**src/rtl/ultrasonic_pkg.sv**
```systemverilog
// ----------------------------------------------------------------------------
// ultrasonic_pkg
//   Shared types and helpers for the ultrasonic ranger block.
//   - state_t       : measurement FSM states
//   - MEAS_TIMEOUT  : value published on `measure` when a cycle times out
//   - ticks_per_us  : clock cycles per microsecond for a given clock frequency
// ----------------------------------------------------------------------------
package ultrasonic_pkg;

    typedef enum logic [2:0] {
        IDLE      = 3'd0,
        TRIG      = 3'd1,
        WAIT_RISE = 3'd2,
        MEASURE   = 3'd3,
        DONE_OK   = 3'd4,
        DONE_TO   = 3'd5,
        HOLD      = 3'd6
    } state_t;

    localparam logic [15:0] MEAS_TIMEOUT = 16'hFFFF;

    function automatic int unsigned ticks_per_us(input int unsigned clk_hz);
        return clk_hz / 1_000_000;
    endfunction

endpackage

```
**src/rtl/ultrasonic_ranger_us_tick.sv**
```systemverilog
// ----------------------------------------------------------------------------
// us_tick
//   Microsecond prescaler. Counts 0..TICKS-1 and raises `tick` for the one
//   clock spent at the terminal count. `clr` forces the count back to 0 on
//   the next clock so a new FSM state always starts on a fresh microsecond.
// Ports:
//   clk   in  system clock
//   rst   in  synchronous active-high reset
//   clr   in  restart the count at 0 next clock
//   tick  out high during the terminal-count clock
// ----------------------------------------------------------------------------
module us_tick #(
    parameter int unsigned TICKS = 27
) (
    input  logic clk,
    input  logic rst,
    input  logic clr,
    output logic tick
);

    localparam int unsigned CW = (TICKS > 2) ? $clog2(TICKS) : 1;
    localparam logic [CW-1:0] LAST = CW'(TICKS - 1);

    logic [CW-1:0] cnt_q;
    logic [CW-1:0] cnt_d;

    always_comb begin
        tick  = (cnt_q == LAST);
        cnt_d = cnt_q + CW'(1);
        if (clr || tick) begin
            cnt_d = '0;
        end
    end

    always_ff @(posedge clk) begin
        if (rst) begin
            cnt_q <= '0;
        end else begin
            cnt_q <= cnt_d;
        end
    end

endmodule

```
**src/rtl/ultrasonic_ranger.sv**
```systemverilog
// ----------------------------------------------------------------------------
// ultrasonic_ranger
//   Drives an HC-SR04-style sensor: pulses `trig`, times the echo pulse in
//   microseconds and publishes the width on `measure` once per PERIOD_US
//   while `en` is high. The downstream display divides `measure` by 58.
// Ports:
//   clk      in   system clock
//   rst      in   synchronous active-high reset
//   en       in   run enable, sampled only in IDLE
//   echo     in   raw (asynchronous) sensor echo, 2-FF synchronised here
//   trig     out  sensor trigger pulse (TRIG_US wide)
//   measure  out  last echo width in us, 16'hFFFF on timeout, held
//   valid    out  one-clock pulse whenever measure/timeout update
//   timeout  out  1 when the last cycle timed out, held with measure
// Build option:
//   MEDIAN3_EN  when defined, OK results pass through a 3-deep median window
//               (raw value until 3 are stored; timeouts bypass the window).
//               Adds one clock of valid latency.
// ----------------------------------------------------------------------------
module ultrasonic_ranger
    import ultrasonic_pkg::*;
#(
    parameter int unsigned CLK_HZ     = 27_000_000,
    parameter int unsigned TRIG_US    = 10,
    parameter int unsigned TIMEOUT_US = 30_000,
    parameter int unsigned PERIOD_US  = 60_000
) (
    input  logic        clk,
    input  logic        rst,
    input  logic        en,
    input  logic        echo,
    output logic        trig,
    output logic [15:0] measure,
    output logic        valid,
    output logic        timeout
);

    localparam int unsigned TICKS = ticks_per_us(CLK_HZ);
    localparam int unsigned PRE_W = (TICKS > 2) ? $clog2(TICKS) : 1;
    localparam int unsigned PER_W = $clog2(PERIOD_US);

    localparam logic [PRE_W-1:0] PRE_LAST  = PRE_W'(TICKS - 1);
    // HOLD leaves two clocks before the period ends: one clock in IDLE, then
    // TRIG is entered exactly PERIOD_US*TICKS clocks after the previous entry.
    localparam logic [PRE_W-1:0] PRE_EXIT  = PRE_W'(TICKS - 2);
    localparam logic [PER_W-1:0] PER_LAST  = PER_W'(PERIOD_US - 1);
    localparam logic [15:0]      TRIG_LAST = 16'(TRIG_US - 1);
    localparam logic [15:0]      TO_LAST   = 16'(TIMEOUT_US - 1);

    state_t             state_q, state_d;
    logic [15:0]        cnt_q, cnt_d;          // us in current state / echo width
    logic [PRE_W-1:0]   per_pre_q, per_pre_d;  // period prescaler, free-running from TRIG entry
    logic [PER_W-1:0]   per_us_q, per_us_d;    // us since TRIG entry
    logic [2:0]         echo_sync_q, echo_sync_d;
    logic               trig_q, trig_d;
    logic               valid_q, valid_d;
    logic               timeout_q, timeout_d;
    logic [15:0]        measure_q, measure_d;

    logic               tick;
    logic               tick_clr;
    logic               echo_rise;
    logic               echo_fall;

    us_tick #(
        .TICKS (TICKS)
    ) u_us_tick (
        .clk  (clk),
        .rst  (rst),
        .clr  (tick_clr),
        .tick (tick)
    );

    // [0],[1] are the synchroniser; [2] is the previous synced value for edges.
    assign echo_sync_d = {echo_sync_q[1:0], echo};
    assign echo_rise   =  echo_sync_q[1] & ~echo_sync_q[2];
    assign echo_fall   = ~echo_sync_q[1] &  echo_sync_q[2];

    // ------------------------------------------------------------------
    // FSM next state and per-state microsecond counter
    // ------------------------------------------------------------------
    always_comb begin
        state_d  = state_q;
        cnt_d    = cnt_q;
        tick_clr = 1'b0;

        case (state_q)
            IDLE: begin
                if (en) state_d = TRIG;
            end
            TRIG: begin
                if (tick) begin
                    if (cnt_q == TRIG_LAST) state_d = WAIT_RISE;
                    else                    cnt_d   = cnt_q + 16'd1;
                end
            end
            WAIT_RISE: begin
                if (echo_rise) begin
                    state_d = MEASURE;
                end else if (tick) begin
                    if (cnt_q == TO_LAST) state_d = DONE_TO;
                    else                  cnt_d   = cnt_q + 16'd1;
                end
            end
            MEASURE: begin
                // The tick in the fall-detect clock still counts, so the
                // width handed to DONE_OK includes the final microsecond.
                if (tick && (cnt_q != 16'hFFFF)) cnt_d = cnt_q + 16'd1;
                if (echo_fall)                   state_d = DONE_OK;
                else if (tick && (cnt_q == TO_LAST)) state_d = DONE_TO;
            end
            DONE_OK, DONE_TO: begin
                state_d = HOLD;
            end
            HOLD: begin
                if ((per_us_q == PER_LAST) && (per_pre_q == PRE_EXIT)) state_d = IDLE;
            end
            default: begin
                state_d = IDLE;
            end
        endcase

        if (state_d != state_q) begin
            tick_clr = 1'b1;
            if ((state_d == TRIG) || (state_d == WAIT_RISE) || (state_d == MEASURE)) begin
                cnt_d = '0;
            end
        end
    end

    // ------------------------------------------------------------------
    // Period timer: restarts on TRIG entry, independent of state changes
    // ------------------------------------------------------------------
    always_comb begin
        per_pre_d = per_pre_q + PRE_W'(1);
        per_us_d  = per_us_q;
        if (per_pre_q == PRE_LAST) begin
            per_pre_d = '0;
            if (per_us_q != PER_LAST) per_us_d = per_us_q + PER_W'(1);
        end
        if ((state_d == TRIG) && (state_q != TRIG)) begin
            per_pre_d = '0;
            per_us_d  = '0;
        end
    end

    assign trig_d = (state_d == TRIG);

    // ------------------------------------------------------------------
    // Result publication
    // ------------------------------------------------------------------
`ifdef MEDIAN3_EN
    logic        pend_q, pend_d;        // result waiting one clock for the median
    logic        pend_to_q, pend_to_d;
    logic [15:0] win_q [3];             // [0] newest OK result
    logic [15:0] win_d [3];
    logic [1:0]  win_n_q, win_n_d;      // number of stored OK results, saturates at 3

    function automatic logic [15:0] median3(input logic [15:0] a,
                                            input logic [15:0] b,
                                            input logic [15:0] c);
        logic [15:0] lo;
        logic [15:0] hi;
        lo = (a < b) ? a : b;
        hi = (a < b) ? b : a;
        if (c < lo)      return lo;
        else if (c > hi) return hi;
        else             return c;
    endfunction
`endif

    always_comb begin
        valid_d   = 1'b0;
        measure_d = measure_q;
        timeout_d = timeout_q;
`ifdef MEDIAN3_EN
        pend_d    = (state_q == DONE_OK) || (state_q == DONE_TO);
        pend_to_d = (state_q == DONE_TO);
        win_n_d   = win_n_q;
        for (int i = 0; i < 3; i++) win_d[i] = win_q[i];

        if (state_q == DONE_OK) begin
            win_d[0] = cnt_q;
            win_d[1] = win_q[0];
            win_d[2] = win_q[1];
            if (win_n_q != 2'd3) win_n_d = win_n_q + 2'd1;
        end

        if (pend_q) begin
            valid_d = 1'b1;
            if (pend_to_q) begin
                measure_d = MEAS_TIMEOUT;
                timeout_d = 1'b1;
            end else begin
                timeout_d = 1'b0;
                measure_d = (win_n_q == 2'd3) ? median3(win_q[0], win_q[1], win_q[2])
                                              : win_q[0];
            end
        end
`else
        if (state_q == DONE_OK) begin
            valid_d   = 1'b1;
            measure_d = cnt_q;
            timeout_d = 1'b0;
        end else if (state_q == DONE_TO) begin
            valid_d   = 1'b1;
            measure_d = MEAS_TIMEOUT;
            timeout_d = 1'b1;
        end
`endif
    end

    always_ff @(posedge clk) begin
        if (rst) begin
            state_q     <= IDLE;
            cnt_q       <= '0;
            per_pre_q   <= '0;
            per_us_q    <= '0;
            echo_sync_q <= '0;
            trig_q      <= 1'b0;
            valid_q     <= 1'b0;
            timeout_q   <= 1'b0;
            measure_q   <= '0;
        end else begin
            state_q     <= state_d;
            cnt_q       <= cnt_d;
            per_pre_q   <= per_pre_d;
            per_us_q    <= per_us_d;
            echo_sync_q <= echo_sync_d;
            trig_q      <= trig_d;
            valid_q     <= valid_d;
            timeout_q   <= timeout_d;
            measure_q   <= measure_d;
        end
    end

`ifdef MEDIAN3_EN
    always_ff @(posedge clk) begin
        if (rst) begin
            pend_q    <= 1'b0;
            pend_to_q <= 1'b0;
            win_n_q   <= '0;
            for (int i = 0; i < 3; i++) win_q[i] <= '0;
        end else begin
            pend_q    <= pend_d;
            pend_to_q <= pend_to_d;
            win_n_q   <= win_n_d;
            for (int i = 0; i < 3; i++) win_q[i] <= win_d[i];
        end
    end
`endif

    assign trig    = trig_q;
    assign measure = measure_q;
    assign valid   = valid_q;
    assign timeout = timeout_q;

endmodule

```
**config.mk**
```make
export PLATFORM = sky130hd
export DESIGN_NAME = ultrasonic_ranger
export DESIGN_NICKNAME = d
export VERILOG_FILES = /design/src/rtl/ultrasonic_pkg.sv /design/src/rtl/ultrasonic_ranger_us_tick.sv /design/src/rtl/ultrasonic_ranger.sv
export SDC_FILE = /design/constraint.sdc
export NUM_CORES = 1
export LEC_CHECK = 0
export ABC_AREA = 1
export CAP_MARGIN = 20
export CELL_PAD_IN_SITES_DETAIL_PLACEMENT = 1
export CELL_PAD_IN_SITES_GLOBAL_PLACEMENT = 1
export CORE_ASPECT_RATIO = 1.1
export CORE_MARGIN = 3
export CORE_UTILIZATION = 40
export DETAILED_ROUTE_END_ITERATION = 6
export PLACE_DENSITY = 0.74
export SLEW_MARGIN = 25
export SYNTH_ARGS = -nofsm -noshare
export SYNTH_HDL_FRONTEND = slang
export SYNTH_SLANG_ARGS = --single-unit
```
**constraint.sdc**
```tcl
create_clock -name clk -period 3.21 [get_ports clk]
set_clock_uncertainty 0.2 [all_clocks]
set_input_delay 0.963 -clock clk [delete_from_list [all_inputs] [get_ports clk]]
set_output_delay 0.963 -clock clk [all_outputs]
set_load 0.02 [all_outputs]
```
Word-level counts from Yosys, hierarchy flattened
Index checks and enable logic that the tools add are counted.
{"block": "totals", "latch_bits": 0, "n_memories": 0, "in_bits": 4, "wordCells": 76, "regBits": 67, "ramBits": 0, "rom_bits": 0, "output_inout_bits": 19}
{"block": "classes", "n_mul": 0, "n_mux": 24, "div_mod_pow": 0, "n_shift": 0, "n_reduce_logical": 15, "n_lt_le_gt_ge": 0, "n_addsub": 4, "bitwise_logic": 4, "n_eq_ne": 19}
{"op": "2-to-1 mux 16 bit", "count": 10}
{"op": "case mux 16 bit (3 select lines)", "count": 1}
{"op": "adder 16 x 1 -> 16 bit, second input constant", "count": 2}
{"op": "!= test 16 bit, second input constant", "count": 2}
{"op": "2-to-1 mux 3 bit", "count": 9}
{"op": "case mux 3 bit (6 select lines)", "count": 1}
{"op": "equality test 16 x 15 -> 1 bit, second input constant", "count": 1}
{"op": "equality test 16 bit, second input constant", "count": 1}
{"op": "equality test 16 x 4 -> 1 bit, second input constant", "count": 1}
{"op": "equality test 5 bit, second input constant", "count": 3}
{"op": "equality test 3 x 2 -> 1 bit, second input constant", "count": 4}
{"op": "adder 5 x 1 -> 5 bit, second input constant", "count": 2}
{"op": "equality test 3 bit, second input constant", "count": 3}
{"op": "OR reduction 2 bit", "count": 4}
{"op": "equality test 3 x 1 -> 1 bit, second input constant", "count": 2}
{"op": "logical AND 1 bit", "count": 4}
{"op": "logical NOT 3 bit", "count": 1}
{"op": "logical OR 1 bit", "count": 3}
{"op": "2-to-1 mux 1 bit", "count": 3}
{"op": "!= test 3 x 1 -> 1 bit, second input constant", "count": 1}
{"op": "!= test 3 bit", "count": 1}
{"op": "OR reduction 3 bit", "count": 1}
{"op": "AND 1 bit", "count": 2}
{"op": "inverter 1 bit", "count": 2}
{"op": "other kinds (2)", "count": 2}

Longest topological paths before layout
Gate-level depths: netlist of the first run.
{"block": "logic_depth", "depth_word": 10, "mapped_depth": 15, "depth_no_buf": 14}

Cells and area by module
From an unflattened synthesis of the first run, not the netlist that was laid out.
{"block": "unflattened", "cells_unflattened": 557, "area_unflattened_um2": 3708.6}
{"module": "ultrasonic_ranger", "area_each_um2": 3453.3, "seq_area_each_um2": 1241.2, "n_inst": 1, "cells_per_inst": 524}
{"module": "us_tick", "area_each_um2": 255.2, "seq_area_each_um2": 100.1, "n_inst": 1, "cells_per_inst": 33}

Worst setup path before layout of the first run
OpenSTA, ideal clock, no wires.
{"block": "synth_path", "kind": "input to register", "from": "input port en", "to": "register cnt_q[10]", "required_ns": 2.893, "setup_time_ns": 0.117, "cell_stages": 8, "arrival_time_ns": 1.806, "path_slack_ns": 1.087, "path_cell_list": "nand3_1 nand2_1 nor2_1 nand3_1 inv_1 a21oi_4 buf_6 a21oi_2"}
{"block": "synth_between", "elab_chain_cells": 7, "word_cells_on_any_way": 10, "classes_between": "eq/ne: 4; mux: 4; reduce/logical: 2"}
{"element": "from (decl)", "line": "ultrasonic_ranger.sv:30", "text": "input logic en,"}
{"element": "2-to-1 mux 3 bit *", "line": "ultrasonic_ranger.sv:89", "text": "if (en) state_d = TRIG;"}
{"element": "case mux 3 bit (6 select lines) *", "line": "ultrasonic_ranger.sv:87", "text": "case (state_q)"}
{"element": "equality test 3 x 1 -> 1 bit or equality test 3 x 2 -> 1 bit (tied branches)", "line": "ultrasonic_ranger.sv:125", "text": "if ((state_d == TRIG) || (state_d == WAIT_RISE) || (state_d == MEASURE)) begin"}
{"element": "logical OR 1 bit (2 in a row)", "line": "ultrasonic_ranger.sv:125"}
{"element": "2-to-1 mux 16 bit", "line": "ultrasonic_ranger.sv:125"}
{"element": "2-to-1 mux 16 bit *", "line": "ultrasonic_ranger.sv:123", "text": "if (state_d != state_q) begin"}
{"element": "to (signal assigned)", "line": "ultrasonic_ranger.sv:226", "text": "cnt_q <= cnt_d;"}
{"element": "to (decl)", "line": "ultrasonic_ranger.sv:51", "text": "logic [15:0] cnt_q, cnt_d;"}
Mark *: on every way between the ends. The rest lies on a longest branch, timed or not.
A chain may end at the register's enable or synchronous reset.

Final worst setup path of the first run
{"block": "layout_path", "from": "register cnt_q[1]", "to": "register cnt_q[15]"}
{"block": "layout_between", "elab_chain_cells": 10, "word_cells_on_any_way": 29, "classes_between": "add/sub: 1; eq/ne: 7; mux: 17; reduce/logical: 4"}
{"element": "branches (longest 9 deep; another with adder 16 x 1 -> 16 bit)"}
{"element": "2-to-1 mux 16 bit *", "line": "ultrasonic_ranger.sv:123"}
Mark *: on every way between the ends.

==> summary.md, run 1 <==
| Metric | Value |
|---|---|
| Async set-or-reset flop fraction in the synthesized netlist | 0% |
| Signal arrival time at the worst endpoint | 2850 ps |
| Number of maximum-capacitance constraint violations | 0 |
| Transition time at the pin with the least slew margin | 546.5 ps |
| Cell types occupying the most area after synthesis | sky130_fd_sc_hd__dfxtp_1 (32%), sky130_fd_sc_hd__nand2_1 (17%), sky130_fd_sc_hd__a21oi_1 (7.7%), sky130_fd_sc_hd__nand3_1 (7.7%), sky130_fd_sc_hd__nor2_1 (6.9%) |
| Number of standard-cell rows in the floorplan | 38 |
| Sequential area share after synthesis | 31.57% |
| Fin crit period | 2749 ps |
| Final Worst Setup Slack | 461.4 ps |
| Area of the die | 11900 sq um |
| Count of clock tree sinks | 67 |
| Launching point of the worst reg2reg path | cnt_q[1] |
| Total of flip-flops plus latches after synthesis | 67 |
| Area share of the largest cell type after synthesis | 31.57% |
| Cts bufs inserted | 9 |
| Post-synthesis instance total | 678 |
| Root buffer cell | sky130_fd_sc_hd__clkbuf_8 |
| Netlist area before placement | 4249 sq um |
| Worst reg-to-reg setup slack | 460 ps |
| Dominant cell type by area after synthesis | sky130_fd_sc_hd__dfxtp_1 |
| Data required time of the critical path | 3310 ps |
| Core region area | 10130 sq um |
| Port bufs | 22 |
| Antenna violations before repair | 0 |
| Worst min-delay path class | flip-flop to flip-flop |
| CTS max path bufs | 2 |
| DRC Markers | 0 |
| Post-synthesis average cell area | 6.267 sq um |
| Worst Setup Slack post-DPL | 256.5 ps |
| Static power due to leakage | 0.001895 uW |
| Clock tree from TritonCTS | done |
| Post-CTS setup buffers | 0 |
| Overflow left after global routing | 0 |
| Vias in the first global route | 4850 |
| Number of warnings reported in the yosys synthesis log | 0 |
| Critical path peak fanout | 16 |
| Number of placed I/O pins | 23 |
| Number of nets in the finished design | 717 |
| Category of the worst setup path launch point | flip-flop |
| Count of placed standard cells including taps | 834 |
| Critical Path End Type | flip-flop |
| Final setup violating endpoints | 0 |
| End of the worst register-to-register path | cnt_q[15] |
| Hold violation total from the final report | 0 |
| Accumulated negative setup slack | 0 ps |
| Count of flip-flops with a built-in enable after synthesis | 0 |
| Number of nets still failing antenna checks after routing | 0 |
| Count of vias placed by the detailed router | 4582 |
| Net Count, Synth | 690 |
| Final number of max-transition violations | 0 |
| Top achievable clock speed | 363.8 MHz |
| Clock transition time at the flip-flop clock pins of the worst setup and hold paths | 70 ps |
| Clock latency at the later pin of the worst-skew pair | 370 ps |
| Post-DR wirelength/cell | 17.20 um |
| Antenna Cells | 0 |
| Estimated wirelength of the detail-placed design | 10860 um |
| Wire length of the first global-routing pass | 24110 um |
| Fraction of layout cells with a size suffix above 1 | 9.014% |
| Cts repair resizes | 0 |
| Overall routing resource usage | 25.44% |
| CTS H-tree lvls | 3 |
| Cell Pwr Density | 396.8 nW/um^2 |
| Number of library cell types mapped by synthesis | 39 |
| Layout area overhead | 14.81% |
| Start point of the worst hold path | echo_sync_q[0] |
| Effective utilization at floorplan | 41.96% |
| Width of the chip | 104.3 um |
| Largest net degree at the start of global routing | 20 |
| Hold_buf cts | 0 |
| Routed vias/inst | 5.391 |
| Number of stages on the worst hold path | 2 |
| Top cells by count, synth | sky130_fd_sc_hd__nand2_1 (192), sky130_fd_sc_hd__nor2_1 (78), sky130_fd_sc_hd__dfxtp_1 (67), sky130_fd_sc_hd__a21oi_1 (65), sky130_fd_sc_hd__nand3_1 (65) |
| Setup repair after global routing missed its margin | no |
| Rel. slew slack | 63.34% |
| Die outline height | 114.1 um |
| Power Total | 1936 uW |
| Total wire length | 14620 um |
| Outcome | finished clean |
| Number of detailed-routing iterations run before antenna repair | 4 |
| Most instantiated flip-flop cell in the synthesis netlist | sky130_fd_sc_hd__dfxtp_1 |
| Final weighted congestion in routability-driven placement | 0.8282 |
| Final critical-path share of the clock period | 85.63% |
| Drt initial violations | 173 |
| Library cell with the highest instance count after synthesis | sky130_fd_sc_hd__nand2_1 |
| Critical path class | flip-flop to flip-flop |
| Worst voltage drop across the vdd grid | 242.4 uV |
| Number of cells in the finished layout apart from fillers | 850 |
| Worst reg-to-reg path cell count | 9 |
| Worst-case hold path end point | echo_sync_q[1] |
| Launch point of the worst path | cnt_q[1] |
layout make-up:
type                    count  area (sq um)
repair buffers             40         355.3
inverters                  65         244.0
well taps                 140         175.2
multi-input cells         522          2550
clock buffers              12         165.2
flip-flops and latches     67          1341
fillers                  1398          5249
clock inverters             4         47.55
kinds of logic (layout without fill, tap and decap cells):
logic type	Yosys count	after routing	share of synthesized area, %
fa+ha+maj	8	8	2.356
compound gates	114	114	15.19
flops	67	67	31.57
simple gates	386	386	39.58
buf+inv	89	121	8.422
xor+xnor	14	14	2.886
sequential cells by signal, indices dropped and copies added (netlist names):
name / cells
cnt_q: 16
measure: 16
per_us_q: 16
per_pre_q: 5
u_us_tick.cnt_q: 5
echo_sync_q: 3
state_q: 3
timeout: 1
trig: 1
valid: 1
cells in the final DEF, fill, tap and decap left out, types with 10 or more instances in the layout:
cell / n
sky130_fd_sc_hd__nand2_1: 192
sky130_fd_sc_hd__nand3_1: 65
sky130_fd_sc_hd__nand4_1: 22
sky130_fd_sc_hd__buf_4: 18
sky130_fd_sc_hd__inv_1: 57
sky130_fd_sc_hd__clkbuf_8: 12
sky130_fd_sc_hd__a21oi_1: 65
sky130_fd_sc_hd__o21ai_0: 26
sky130_fd_sc_hd__a21oi_2: 10
sky130_fd_sc_hd__dfxtp_1: 67
sky130_fd_sc_hd__clkdlybuf4s50_1: 22
sky130_fd_sc_hd__nor2_1: 78
per-layer routing:
layer | vias up | global-route usage, % | wire length, um
met5 | - | 0 | 0
met4 | 0 | 11.52 | 439
met3 | 34 | 3.948 | 541
met2 | 89 | 46.99 | 7491
met1 | 2184 | 28.89 | 6148
li1 | 2275 | - | -
how the worst max path moves through the flow:
stage               slack [ps]   endpoint  cells past startpoint
floorplan                 1090  cnt_q[10]                      8
global placement           330   cnt_q[5]                      9
detailed placement         260   cnt_q[5]                      9
CTS                        490  cnt_q[15]                      9
global route               230   cnt_q[3]                      9
finish                     460  cnt_q[15]                      9
critical path, cell delays in order, from the launching register on:
cell and delay, ps:
sky130_fd_sc_hd__dfxtp_1 430, sky130_fd_sc_hd__ha_1 280, sky130_fd_sc_hd__nand3_1 220, sky130_fd_sc_hd__nor2_1 260, sky130_fd_sc_hd__nand4_1 210, sky130_fd_sc_hd__nand3_1 190
sky130_fd_sc_hd__nand2_1 70, sky130_fd_sc_hd__nand2_1 110, sky130_fd_sc_hd__nand3_2 410, sky130_fd_sc_hd__a21oi_2 290
power breakdown:
group          internal (uW)  total, uW  switching, uW
sequential               857        895           37.2
combinational           83.1        277            194
clock                    419        764            344
total                   1360       1940            576
through the flow:
stage / util, % / instance area, sq um / hold slack [ps]
2_1_floorplan: - / 4249 / 188.3
3_3_place_gp: 46.07 / 4666 / 191.9
3_5_place_dp: 46.07 / 4666 / 203.5
4_1_cts: 48.17 / 4878 / 216.7
5_1_grt: 48.17 / 4878 / 223.6
6_report: 48.17 / 4878 / 212.6
Power figures use the tool's default switching activity.
==> run 2, diff against run 1 <==
SKIP_CTS_REPAIR_TIMING = 1   (was not set)
==> results of run 2 <==
The final DEF is identical to that of run 1; final timing and power are the same.
